### config.mk
export PLATFORM = sky130hd
export DESIGN_NAME = aes_key_schedule
export DESIGN_NICKNAME = d
export VERILOG_FILES = /design/src/rtl/aes_pkg.sv /design/src/rtl/s_box.sv /design/src/rtl/aes_key_schedule.sv
export SDC_FILE = /design/constraint.sdc
export NUM_CORES = 2
export LEC_CHECK = 0
export ABC_AREA = 1
export BUFFER_PORTS_ARGS = -buffer_cell sky130_fd_sc_hd__buf_2
export CAP_MARGIN = 10
export CELL_PAD_IN_SITES_DETAIL_PLACEMENT = 0
export CELL_PAD_IN_SITES_GLOBAL_PLACEMENT = 1
export CORE_AREA = 3 3 404 406
export CTS_CLUSTER_SIZE = 28
export DETAILED_ROUTE_END_ITERATION = 12
export DIE_AREA = 0 0 407 409
export PLACE_DENSITY_LB_ADDON = 0.1
export SYNTH_ARGS = -nofsm -noshare
export SYNTH_HDL_FRONTEND = slang
export SYNTH_SLANG_ARGS = --single-unit
### constraint.sdc
create_clock -name clk -period 55.1 [get_ports clk]
set_input_delay 0 -clock clk [delete_from_list [all_inputs] [get_ports clk]]
set_output_delay 0 -clock clk [all_outputs]
set_load 0.02 [all_outputs]
### src/rtl/aes_pkg.sv
`default_nettype none
// ============================================================================
//  Module      : aes_pkg
//  Description : Shared types, constants and helpers for the AES-128 key
//                scheduler.
//  Revision    : 1.0 - initial release
// ============================================================================
package aes_pkg;

    localparam int NR = 10;
    localparam int NK = 4;

    typedef logic [31:0]  word_t;
    typedef logic [127:0] rkey_t;

    typedef enum logic [1:0] {
        IDLE = 2'd0,
        SUB  = 2'd1,
        MIX  = 2'd2,
        DONE = 2'd3
    } state_t;

    // Multiply by x in GF(2^8) modulo x^8+x^4+x^3+x+1.
    function automatic logic [7:0] xtime(input logic [7:0] b);
        return {b[6:0], 1'b0} ^ (b[7] ? 8'h1B : 8'h00);
    endfunction

endpackage
`default_nettype wire

### src/rtl/s_box.sv
`default_nettype none
// ============================================================================
//  Module      : s_box
//  Description : Combinational AES forward S-box, one byte in, one byte out.
//  Revision    : 1.0 - initial release
// ============================================================================
module s_box (
    input  logic [7:0] i_byte,
    output logic [7:0] o_byte
);

    // Row-major table, entry 0 in the most significant byte.
    localparam logic [0:255][7:0] c_SBOX = {
        128'h637c777bf26b6fc53001672bfed7ab76,
        128'hca82c97dfa5947f0add4a2af9ca472c0,
        128'hb7fd9326363ff7cc34a5e5f171d83115,
        128'h04c723c31896059a071280e2eb27b275,
        128'h09832c1a1b6e5aa0523bd6b329e32f84,
        128'h53d100ed20fcb15b6acbbe394a4c58cf,
        128'hd0efaafb434d338545f9027f503c9fa8,
        128'h51a3408f929d38f5bcb6da2110fff3d2,
        128'hcd0c13ec5f974417c4a77e3d645d1973,
        128'h60814fdc222a908846eeb814de5e0bdb,
        128'he0323a0a4906245cc2d3ac629195e479,
        128'he7c8376d8dd54ea96c56f4ea657aae08,
        128'hba78252e1ca6b4c6e8dd741f4bbd8b8a,
        128'h703eb5664803f60e613557b986c11d9e,
        128'he1f8981169d98e949b1e87e9ce5528df,
        128'h8ca1890dbfe6426841992d0fb054bb16
    };

    assign o_byte = c_SBOX[i_byte];

endmodule
`default_nettype wire

### src/rtl/aes_key_schedule.sv
`default_nettype none
// ============================================================================
//  Module      : aes_key_schedule
//  Description : Iterative AES-128 key expansion. One round key every five
//                cycles (four byte-serial S-box lookups plus one XOR cycle),
//                stored in an 11-entry round-key file with a registered
//                read port.
//  Revision    : 1.0 - initial release
// ============================================================================
module aes_key_schedule
    import aes_pkg::*;
#(
    parameter int NR    = 10,
    parameter int KEY_W = 128      // only 128 is meaningful
) (
    input  logic             clk,
    input  logic             rst,
    input  logic             key_valid,
    input  logic [KEY_W-1:0] key_in,
    output logic             key_ready,
    output logic             busy,
    output logic             sched_done,
    input  logic [3:0]       rk_addr,
    output logic [KEY_W-1:0] rk_data,
    output logic             rk_valid
);

    localparam logic [3:0] c_NR_IDX = 4'(NR);

    state_t     r_state;
    logic [1:0] r_byte_idx;
    logic [3:0] r_round;
    logic [7:0] r_rcon;
    logic [3:0] r_keys_written;
    word_t      r_temp;
    rkey_t      r_wkey;
    rkey_t      r_rk [0:NR];

    word_t      w_w0, w_w1, w_w2, w_w3;
    word_t      w_rot;
    word_t      w_g;
    word_t      w_w4, w_w5, w_w6, w_w7;
    word_t      w_temp_next;
    logic [7:0] w_sbox_in;
    logic [7:0] w_sbox_out;

    assign w_w0  = r_wkey[127:96];
    assign w_w1  = r_wkey[95:64];
    assign w_w2  = r_wkey[63:32];
    assign w_w3  = r_wkey[31:0];
    assign w_rot = {w_w3[23:0], w_w3[31:24]};

    // Pick the RotWord byte for the current SubWord step, MSB byte first.
    always_comb begin
        w_sbox_in = w_rot[31:24];
        case (r_byte_idx)
            2'd0:    w_sbox_in = w_rot[31:24];
            2'd1:    w_sbox_in = w_rot[23:16];
            2'd2:    w_sbox_in = w_rot[15:8];
            default: w_sbox_in = w_rot[7:0];
        endcase
    end

    s_box u_s_box (
        .i_byte (w_sbox_in),
        .o_byte (w_sbox_out)
    );

    // Merge the substituted byte into its lane of the temp word.
    always_comb begin
        w_temp_next = r_temp;
        case (r_byte_idx)
            2'd0:    w_temp_next[31:24] = w_sbox_out;
            2'd1:    w_temp_next[23:16] = w_sbox_out;
            2'd2:    w_temp_next[15:8]  = w_sbox_out;
            default: w_temp_next[7:0]   = w_sbox_out;
        endcase
    end

    assign w_g  = r_temp ^ {r_rcon, 24'h0};
    assign w_w4 = w_w0 ^ w_g;
    assign w_w5 = w_w1 ^ w_w4;
    assign w_w6 = w_w2 ^ w_w5;
    assign w_w7 = w_w3 ^ w_w6;

    // Control FSM, working key and round-key file writes.
    always_ff @(posedge clk or posedge rst) begin
        if (rst) begin
            r_state        <= IDLE;
            r_byte_idx     <= 2'd0;
            r_round        <= 4'd0;
            r_rcon         <= 8'h01;
            r_keys_written <= 4'd0;
            r_temp         <= '0;
            r_wkey         <= '0;
            key_ready      <= 1'b1;
            busy           <= 1'b0;
            sched_done     <= 1'b0;
            for (int i = 0; i <= NR; i++) begin
                r_rk[i] <= '0;
            end
        end else begin
            case (r_state)
                IDLE, DONE: begin
                    if (key_valid && key_ready) begin
                        r_rk[0]        <= key_in;
                        r_wkey         <= key_in;
                        r_round        <= 4'd1;
                        r_rcon         <= 8'h01;
                        r_byte_idx     <= 2'd0;
                        r_keys_written <= 4'd1;
                        key_ready      <= 1'b0;
                        busy           <= 1'b1;
                        sched_done     <= 1'b0;
                        r_state        <= SUB;
                    end
                end
                SUB: begin
                    r_temp     <= w_temp_next;
                    r_byte_idx <= r_byte_idx + 2'd1;
                    if (r_byte_idx == 2'd3) begin
                        r_state <= MIX;
                    end
                end
                MIX: begin
                    r_rk[r_round]  <= {w_w4, w_w5, w_w6, w_w7};
                    r_wkey         <= {w_w4, w_w5, w_w6, w_w7};
                    r_rcon         <= xtime(r_rcon);
                    r_keys_written <= r_keys_written + 4'd1;
                    if (r_round == c_NR_IDX) begin
                        r_state    <= DONE;
                        key_ready  <= 1'b1;
                        busy       <= 1'b0;
                        sched_done <= 1'b1;
                    end else begin
                        r_round <= r_round + 4'd1;
                        r_state <= SUB;
                    end
                end
                default: r_state <= IDLE;
            endcase
        end
    end

    // Registered read port; a same-edge write is not visible until next cycle.
    always_ff @(posedge clk or posedge rst) begin
        if (rst) begin
            rk_data  <= '0;
            rk_valid <= 1'b0;
        end else begin
            rk_data  <= (rk_addr <= c_NR_IDX) ? r_rk[rk_addr] : '0;
            rk_valid <= (rk_addr < r_keys_written);
        end
    end

endmodule
`default_nettype wire

==> metrics.txt <==
root buffer cell clkbuf_16; synthesized flop and latch total 1720; largest cells by area after synthesis dfrtp_1 56%, o21ai_0 14%, nand2_1 12%; worst skew pair latency 0.84 ns; met1 Usage GRT 0.474; global-route wire length before repair 419000 µm; min Tclk post-route 5.03 ns; Critical R2R Launch r_state[0]$_DFFE_PP0P_; final setup violation count 0; H-tree level count 4; share of layout cells above drive strength 1 0.0826; met2 Usage GRT 0.520; hold slack final 0.0530 ns; IO buf count 266; die height 409 µm; I/O pin total 267; combinational share of power 0.417; VDD IR-drop max 0.0481 mV; CP cell instances dlygate4sd3_1, buf_2, dlygate4sd3_1, inv_8, buf_12, buf_4, buf_4, buf_4, buf_4; placed instance area 0.0792 mm²; crit path DAT 5.88 ns; top-area cell type share of the netlist area 0.560; delay of the slowest critical-path stage 0.76 ns; vias in the first global route 63604; largest net degree at the start of global routing 167; clk slew on worst S/H paths 0.06 ns; Post-synth top cells 2519 x nand2_1, 2209 x o21ai_0, 1718 x dfrtp_1; GPL Wtd Cong 0.929; largest family of logic cells by synthesized area compound AO/OA/AOI/OAI gates; Synth cell types 40; asr flop ratio synth 1.00; Highest Clock Rate 0.199 GHz; fin area 0.0867 mm²; Clock Skews 0.0356 ns; Mapped Nets 9144; fin crit share 0.0914; Switching Share 0.454; area leader, netlist dfrtp_1; ys flop type dfrtp_1; busiest grt layer met2; sequential share of power 0.342; simple-gate share of the synthesized area 0.163; max-cap viol count 0; YS warnings 0; critical path required time 55.95 ns; CTS max path bufs 3; Critical path origin rst; vias per cell 5.87; Crit path max-delay family buffers and inverters; Mapped Cells 8984; NetSw 2.37 mW; final design utilization 0.541; clock tree sinks 1720; Int Power 2.85 mW; EDFF count, synth 0; Iteration-0 DRC Markers 7792; Synth Area in XOR/XNOR 0.0133; final WL 279000 µm; Global Route Usage Sum 0.335; Layout area overhead 12.9%; PD cells 60.2 mW/mm²; Crit Path Category in2async; Final TNS setup 0 ns; DRT Pass-1 Iters 6; Synth Area in Compound Gates 0.201; share of the yosys chip area belonging to registers 0.561; Hold Path Class in2reg; Adder-Cell Fraction of Synth Area 0.00407; Slew headroom 0.160; initial antenna violation count 10; CP max FO 150; GRT overflow 0; hold path start rk_addr[0]; die area 0.166 mm²; Post-CTS Setup Bufs 0; CP Capture Type async pin; initial core utilization 0.479; CORE AREA 0.160 mm²; Worst Path Buf+Inv 9; Static Leakage 40.1 nW; ANT nets after route 0; Pwr Total 5.22 mW; Startpoint Class primary input; post-synthesis cell area 0.0768 mm²; Slew Viols, Final 0; Post-DP HPWL 159000 µm; Crit-path slowest cell buf_4; Routed wire per std cell 24.7 µm; CTS buffer count 186; via count 66070; RSZ-0062 raised after global routing no; outcome complete, no violations; Die Width 407 µm; top-count cell post-synth nand2_1; Clock power frac 0.241; CTS tree done; DRC Markers 0; Mapped Avg Cell Area 8.55 µm²; mux contribution to synthesized area 0; # rows 147; Layout Nets 9106; Critical Path Most Common Cell buf_4; met3 track demand over resource 0.0523; Worst-Margin Slew 1.26 ns; Hold Vio Cnt, Final 0; # fillers 14937
## metrics by stage
stage / setup WS, ns / cells
final: 50.07 / 11265
after global routing: 49.40 / 11262
after CTS: 49.97 / 11261
after detailed placement: 50.23 / 10785
after global placement: 50.28 / 10785
after floorplan: 6.55 / 8984
## registers in the layout, summed over array words and instances, names as in the netlist
| name | flops |
|---|---|
| r_rk | 1408 |
| r_temp | 32 |
| r_wkey | 128 |
| r_rcon | 8 |
| r_byte_idx | 2 |
| rk_valid | 1 |
| r_state | 2 |
| rk_data | 128 |
| busy | 1 |
| key_ready | 1 |
| r_round | 4 |
| sched_done | 1 |
| r_keys_written | 4 |
## final timing paths
kind | endpoint | slack (ns) | depth (start not counted)
max | r_rk[36]$_DFFE_PP0P_ | 50.07 | 9
min | rk_data[7]$_DFF_PP0_ | 0.05 | 4
max reg2reg | r_rk[282]$_DFFE_PP0P_ | 50.76 | 9
min reg2reg | r_rk[1254]$_DFFE_PP0P_ | 0.48 | 2
max in group clk | r_rk[282]$_DFFE_PP0P_ | 50.76 | 9
min in group asynchronous | r_rk[1382]$_DFFE_PP0P_ | 0.49 | 4
## cells by family (layout without fill, tap and decap cells)
family | count (synthesis) | after routing
AOI/OAI and AO/OA | 2792 | 2792
adders and majority gates | 25 | 25
DFF | 1720 | 1720
xor gates and xnor gates | 116 | 116
and+or+nand+nor | 3188 | 3188
buffers and inverters | 1143 | 1260
other | 0 | 4
## what timing repair did
item / in CTS / in global routing
hold buffers: 133 / 0
endpoints found under the hold margin: 429 / 0
gates resized for setup: 0 / 0
endpoints found under the setup margin: 0 / 0
## layout make-up
cell class / count / area [µm²] / share of cell area
Antenna cell: 4 / 10.0 / 0.000115
Clock buffer: 292 / 5530 / 0.0638
Clock inverter: 51 / 596 / 0.00687
Inverter: 377 / 1540 / 0.0178
Multi-Input combinational cell: 6121 / 29400 / 0.340
Sequential cell: 1720 / 43000 / 0.496
Tap cell: 2160 / 2700 / 0.0312
Timing Repair Buffer: 540 / 3840 / 0.0443
## placed cells by master, fill, tap and decap left out, drive strengths merged, types with 33 or more instances in the layout
| cell | instances |
|---|---|
| clkinv | 33 |
| a22oi | 78 |
| o2111ai | 47 |
| xor2 | 81 |
| dfrtp | 1718 |
| nand3 | 335 |
| o21ai | 2214 |
| nand4 | 33 |
| a21oi | 195 |
| a32o | 128 |
| nor2 | 282 |
| xnor2 | 35 |
| a221oi | 104 |
| inv | 384 |
| clkbuf | 294 |
| buf | 405 |
| nand2 | 2530 |
| dlygate4sd3 | 133 |
## power groups by stage
stage               Sequential, mW  Combinational (mW)  Clock [mW]
floorplan                     1.78                1.29           0
global placement              1.79                2.12           0
detailed placement            1.80                2.13           0
CTS                           1.78                2.15        1.28
global route                  1.82                2.36        1.33
finish                        1.79                2.17        1.26
## worst min-delay path: cells and delay by family
family          cells  cell delay (ns)
compound gates      3             0.53
buf+inv             1             0.30
## metal layers
layer  wire length, µm  part of all wire  vias up
met4             11300             0.040        2
li1                  -                 -    29973
met1            120000              0.43    32762
met5                13          0.000047        -
met2            126000              0.45     2839
met3             22000             0.079      494
Power figures use the tool's default switching activity.
